[src/rtl/approx_mult_pipe.sv]
// Three-stage pipelined W x W unsigned multiplier, per-beat exact or approximate mode.
// Define APPROX_ERR_MON_EN to add the err_abs / err_max error-monitor outputs.
module approx_mult_pipe #(
   parameter int unsigned  W         = 8,
   parameter logic [W-1:0] LSB_CONST = W'(6),
   parameter int unsigned  TAG_W     = 4
) (
   input  logic             clk,
   input  logic             rst,
   input  logic             in_valid,
   output logic             in_ready,
   input  logic [W-1:0]     in_a,
   input  logic [W-1:0]     in_b,
   input  logic             in_exact,
   input  logic [TAG_W-1:0] in_tag,
   output logic             out_valid,
   input  logic             out_ready,
   output logic [2*W-1:0]   out_p,
   output logic [TAG_W-1:0] out_tag,
   output logic             out_exact
`ifdef APPROX_ERR_MON_EN
   ,
   output logic [2*W-1:0]   err_abs,
   output logic [2*W-1:0]   err_max
`endif
);

   localparam int unsigned PW = 2 * W;
   localparam int unsigned NR = W + 1;

   logic adv;

   // Stage 1: AND array, diagonal compensation, registered partial-product rows
   logic [PW-1:0]    keep;
   logic             e1, e2;
   logic [PW-1:0]    pp_d [NR];
   logic [PW-1:0]    pp_q [NR];
   logic             v1_q, ex1_q;
   logic [TAG_W-1:0] tag1_q;

   // Stage 2: carry-save rows
   logic [PW-1:0]    sum_d, car_d;
   logic [PW-1:0]    sum_q, car_q;
   logic             v2_q, ex2_q;
   logic [TAG_W-1:0] tag2_q;

   // Stage 3: output registers
   logic [PW-1:0]    p_full, p_d;
   logic             out_valid_q, out_exact_q;
   logic [PW-1:0]    out_p_q;
   logic [TAG_W-1:0] out_tag_q;

   assign adv      = !out_valid_q | out_ready;
   assign in_ready = adv;

   always_comb begin
      keep = in_exact ? {PW{1'b1}} : {{W{1'b1}}, {W{1'b0}}};
      e1   = 1'b0;
      e2   = 1'b0;
      for (int unsigned i = 0; i < W; i++) begin
         if (i < W / 2) e2 = e2 | (in_a[i] & in_b[W-1-i]);
         else           e1 = e1 | (in_a[i] & in_b[W-1-i]);
      end
      for (int unsigned i = 0; i < W; i++) begin
         pp_d[i] = ((PW'(in_a) & {PW{in_b[i]}}) << i) & keep;
      end
      // e1 + e2 lands in column W as a 2-bit value
      pp_d[W] = in_exact ? '0 : (PW'({e1 & e2, e1 ^ e2}) << W);
   end

   always_ff @(posedge clk) begin
      if (rst)      v1_q <= 1'b0;
      else if (adv) v1_q <= in_valid;
      if (adv) begin
         pp_q   <= pp_d;
         ex1_q  <= in_exact;
         tag1_q <= in_tag;
      end
   end

   // Chain of 3:2 compressors; wrap-around of the top carry is harmless modulo 2^PW
   always_comb begin
      logic [PW-1:0] ps;
      ps    = '0;
      sum_d = pp_q[0];
      car_d = pp_q[1];
      for (int unsigned r = 2; r < NR; r++) begin
         ps    = sum_d ^ car_d ^ pp_q[r];
         car_d = ((sum_d & car_d) | (sum_d & pp_q[r]) | (car_d & pp_q[r])) << 1;
         sum_d = ps;
      end
   end

   always_ff @(posedge clk) begin
      if (rst)      v2_q <= 1'b0;
      else if (adv) v2_q <= v1_q;
      if (adv) begin
         sum_q  <= sum_d;
         car_q  <= car_d;
         ex2_q  <= ex1_q;
         tag2_q <= tag1_q;
      end
   end

   always_comb begin
      p_full = sum_q + car_q;
      p_d    = ex2_q ? p_full : {p_full[PW-1:W], LSB_CONST};
   end

   always_ff @(posedge clk) begin
      if (rst) begin
         out_valid_q <= 1'b0;
         out_p_q     <= '0;
         out_tag_q   <= '0;
         out_exact_q <= 1'b0;
      end else if (adv) begin
         out_valid_q <= v2_q;
         out_p_q     <= p_d;
         out_tag_q   <= tag2_q;
         out_exact_q <= ex2_q;
      end
   end

   assign out_valid = out_valid_q;
   assign out_p     = out_p_q;
   assign out_tag   = out_tag_q;
   assign out_exact = out_exact_q;

`ifdef APPROX_ERR_MON_EN
   logic [PW-1:0] xp1_q, xp2_q, xp3_q, err_max_q;

   always_ff @(posedge clk) begin
      if (adv) begin
         xp1_q <= PW'(in_a) * PW'(in_b);
         xp2_q <= xp1_q;
         xp3_q <= xp2_q;
      end
      if (rst)                          err_max_q <= '0;
      else if (out_valid_q && out_ready && (err_abs > err_max_q)) err_max_q <= err_abs;
   end

   always_comb begin
      if (out_exact_q)             err_abs = '0;
      else if (xp3_q >= out_p_q)   err_abs = xp3_q - out_p_q;
      else                         err_abs = out_p_q - xp3_q;
   end

   assign err_max = err_max_q;
`endif

endmodule

[config.mk]
export PLATFORM = sky130hd
export DESIGN_NAME = approx_mult_pipe
export DESIGN_NICKNAME = d
export VERILOG_FILES = /design/src/rtl/approx_mult_pipe.sv
export SDC_FILE = /design/constraint.sdc
export NUM_CORES = 1
export LEC_CHECK = 0
export ABC_AREA = 1
export CAP_MARGIN = 20
export CORE_ASPECT_RATIO = 1.75
export CORE_MARGIN = 2
export CORE_UTILIZATION = 30
export CTS_CLUSTER_SIZE = 8
export DETAILED_ROUTE_END_ITERATION = 10
export PLACE_DENSITY = 0.46
export SYNTH_ARGS = -nofsm -noshare
export SYNTH_HDL_FRONTEND = slang
export SYNTH_SLANG_ARGS = --single-unit
[constraint.sdc]
create_clock -name clk -period 6.2 [get_ports clk]
set_input_delay 0.62 -clock clk [delete_from_list [all_inputs] [get_ports clk]]
set_output_delay 0.62 -clock clk [all_outputs]
set_load 0.05 [all_outputs]
; ---- Yosys cells after proc, flatten, opt, wreduce, memory -nomap -nowiden
; Cells that the tools add are included.
[op_classes]
n_bitwise = 82
n_addsub = 1
reduce_logical = 1
mux = 2
[op_table]
columns = operator, n
row1 = $and 15x15->15, 20
row2 = $or 15x15->15, 14
row3 = $xor 16x16->16, 13
row4 = $and 16x16->16, 8
row5 = $add 16x16->16, 1
row6 = $and 8x16->16, 1
row7 = $mux 8, 2
row8 = $xor 16x10->16, 1
row9 = $and 15x10->15, 1
row10 = $and 8x15->15, 1
row11 = $and 8x14->14, 1
row12 = $and 8x13->13, 1
row13 = $and 8x12->12, 1
row14 = $and 8x11->11, 1
row15 = $and 8x10->10, 1
row16 = $and 1x1->1, 9
row17 = $and 8x9->9, 1
row18 = $or 1x1->1, 7
row19 = $logic_not 1->1, 1
row20 = $xor 1x1->1, 1
[word_totals]
elab_cells = 107
regBits = 195
output_inout_bits = 23
input_bits = 25

; ---- Logic depth before layout (Yosys ltp)
[logic_depth]
word_depth = 21
mapped_depth = 11
depth_no_buf = 11

; ---- Worst setup path after synthesis
; Ideal clock, no wire load.
[synth_path]
path_kind = register to register
startpoint = reg pp_q[103] (netlist bit)
endpoint = reg sum_q[8], data pin
stages_incl_launch_ff = 10
t_arrival_ns = 3.605
required_ns = 5.931
setup_ns = 0.269
period_less_slack_ns = 3.875
path_buffers = 0
setup_slack_ns = 2.325
path_cell_list = edfxtp_1 > fa_1 > fa_1 > fa_1 > fa_1 > fa_1 > inv_1 > fa_1 > inv_1 > fa_1
[synth_between]
elab_chain_len = 15
elab_cells_between_ends = 37
classes_between = bitwise: 37
[synth_rtl]
columns = item, line_no
row1 = "start, declared", 37  ; logic [PW-1:0] pp_q [NR];
row2 = "start signal, assigned", 75  ; pp_q <= pp_d;
row3 = $and 15x15->15, 89  ; car_d = ((sum_d & car_d) | (sum_d & pp_q[r]) | (car_d & pp_q[r])) << 1;
row4 = $or 15x15->15 (2 in a row), 89
row5 = $xor 16x16->16 (10 in a row), 88  ; ps = sum_d ^ car_d ^ pp_q[r];
row6 = $xor 16x16->16 *, 88
row7 = $xor 16x10->16 *, 88
row8 = net sum_d[8], 42  ; logic [PW-1:0] sum_d, car_d;
row9 = "end signal, assigned", 98  ; sum_q <= sum_d;
row10 = "end, declared", 43  ; logic [PW-1:0] sum_q, car_q;
; The timed path passes the listed nets; every way through them passes the cells marked *.
; A chain may end at the register's enable or synchronous reset.

; ---- Final worst setup path
; Ends and elaborated chain as after synthesis.

==> metrics.yaml <==
synth-seq-cells: 123
rows: 67
portBuffers: 47
wl_mm: 10.46
viasPerCell: 4.210
regArea_mm2: 0.003453
worstSetupPathType: "register to register"
synth.largest_area_cell: "edfxtp_1"
grt_max_degree: 74
crit_path_max_fanout: 1
synth_cells: 475
fmax_mhz: 250.6
yosys_warnings: 0
period_share: 0.6437
root_buffer: "clkbuf_16"
cp-end-kind: "register"
drive_above_1_share: 0.08991
hold_ws_ns: 0.4197
setup_violations: 0
die_w_um: 109.6
highest_layer: "met4"
yosysMostFrequentCell: "edfxtp_1"
netlist_top_cells_count: "edfxtp_1 (99), inv_1 (90), nand2_1 (76), nor2_1 (58), fa_1 (44)"
route.met3.wl_um: 422
dp_cells: 754
die_h_um: 188.8
antenna_cells: 0
synth_cell_type_count: 28
finalPower_mw: 2.793
grtUsageTotal: 0.1126
skew_ns: 0.01028
clk_latency_ns: 0.41
p_leak_nw: 3.311
grt_setup_unrepaired: "false"
numClockSinks: 123
clk_path_buf_depth: 2
dr.first_iter.drc_count: 148
grt_pass1_wl_mm: 17.44
ir_drop_v: 0.0002000
synth_ff_type: "edfxtp_1"
antenna_found_initial: 0
core_area_mm2: 0.01911
syn_avg_cell_area_um2: 12.33
fin_crit_ns: 3.991
dr_wl_met2_mm: 5.680
synth_nets: 565
first_pass_iters: 4
synth_top_area_share: 0.5076
slew-limit-headroom: 0.3837
cts_tree: "yes"
critPathSlowestCell: "fa_1"
hp-class: "register to register"
die-area_mm2: 0.02070
routedLengthMet1_mm: 4.132
slowest_delay_ns: 0.55
vias: 3309
io_pins: 48
synthTopCellsByArea: "edfxtp_1 (51%), fa_1 (15%), dfxtp_1 (8.2%)"
cp.arrival_ns: 4.13
finalInstanceArea_mm2: 0.007187
syn_area_mm2: 0.005857
grt_pass1_vias: 3548
num-nets-final: 622
gp_congestion: 0.7497
synth-edff-count: 99
clk_pin_slew_ns: 0.06
htree_levels: 4
wl_per_cell_um: 13.31
post_cts_buffers: 0
cp_common_cell: "fa_1"
powerDensity_mw_per_mm2: 388.6
slew_violations: 0
status: "completed"
drc_errors: 0
overflow: 0
setup_tns_ns: 0
fin_cells: 786
crit_required_ns: 6.34
hold_viol: 0
ant_nets: 0
crit_chain: "fa_1 > fa_1 > fa_1 > fa_1 > fa_1 > fa_1 > fa_1"
nFillCells: 1889
dpl_cell_area_mm2: 0.006580
numCtsBuffers: 17
ys_seq_area_frac: 0.5896
syn2layout_area_growth_pct: 22.71
ys_async_sr_fraction: 0
multi_input_area_mm2: 0.001996
holdBufCountCts: 0
cap_violations: 0
start_util: 0.3064
cts_resized: 0
dp_hpwl_mm: 7.638
worst_pin_slew_ns: 0.9244
start_kind: "register"
[stage by stage]
stage               utilization  worst slack (ns)
global placement         0.3443             2.262
floorplan                     -             2.325
detailed placement       0.3443             2.204
finish                   0.3760             2.209
CTS                      0.3760             2.194
global route             0.3760             2.085
[kinds of logic (layout without fill, tap and decap cells)]
group,count (synthesis),after routing,share of synthesized area
adders and majority gates,65,65,0.1953
AOI/OAI and AO/OA,28,28,0.02863
buffers and inverters,103,173,0.06964
xor gates and xnor gates,1,1,0.001496
and+or+nand+nor,155,155,0.1154
DFF,123,123,0.5896
[report_power, final]
| group | leakage (nW) | total, mW | switching (mW) | internal [mW] |
|---|---|---|---|---|
| clock | 0.288 | 1.01 | 0.344 | 0.665 |
| combinational | 1.69 | 0.695 | 0.408 | 0.287 |
| sequential | 1.33 | 1.09 | 0.0464 | 1.04 |
[placed cells by master, fill, tap and decap left out, drive strengths merged]
cell / synthesis / routed
a21oi: 12 / 12
buf: 6 / 1
bufinv: 0 / 4
clkbuf: 4 / 18
clkdlybuf4s50: 0 / 47
clkinv: 0 / 7
clkinvlp: 0 / 3
dfxtp: 24 / 24
edfxtp: 99 / 99
fa: 44 / 44
ha: 21 / 21
inv: 93 / 93
nand2: 79 / 79
nand3: 8 / 8
nand3b: 4 / 4
nand4: 2 / 2
nor2: 60 / 60
o211ai: 2 / 2
o21ai: 12 / 12
o221a: 2 / 2
or2: 2 / 2
xor2: 1 / 1
[area by class of cell]
type                    count  share of cell area
clock buffers              18             0.05971
clock inverters            14             0.02472
inverters                  93             0.04892
multi-input cells         249              0.2777
flip-flops and latches    123              0.4805
well taps                 241             0.04196
repair buffers             48             0.06650
[worst max-delay path, delay by kind of cell, from the launching register on]
kind / cells / cell delay, ns
DFF: 1 / 0.40
adders and majority gates: 7 / 3.33
[per-layer routing]
layer | track usage | up-vias
li1 | - | 1627
met1 | 0.1217 | 1604
met2 | 0.1994 | 61
met3 | 0.03009 | 17
met4 | 0.05258 | 0
met5 | 0 | -
[worst paths after layout]
path | startpoint | endpoint | slack, ns | cells past startpoint
max reg2reg | pp_q[103] | sum_q[8] | 2.21 | 7
min | tag1_q[3] | tag2_q[3] | 0.42 | 0
min reg2reg | tag1_q[3] | tag2_q[3] | 0.42 | 0
max | pp_q[103] | sum_q[8] | 2.21 | 7
[state kept, by name, summed over array words and instances (netlist names)]
signal	flops
pp_q	66
out_p	16
sum_q	15
car_q	8
out_tag	4
tag1_q	4
tag2_q	4
ex1_q	1
ex2_q	1
out_exact	1
out_valid	1
v1_q	1
v2_q	1
Power figures use the tool's default switching activity.
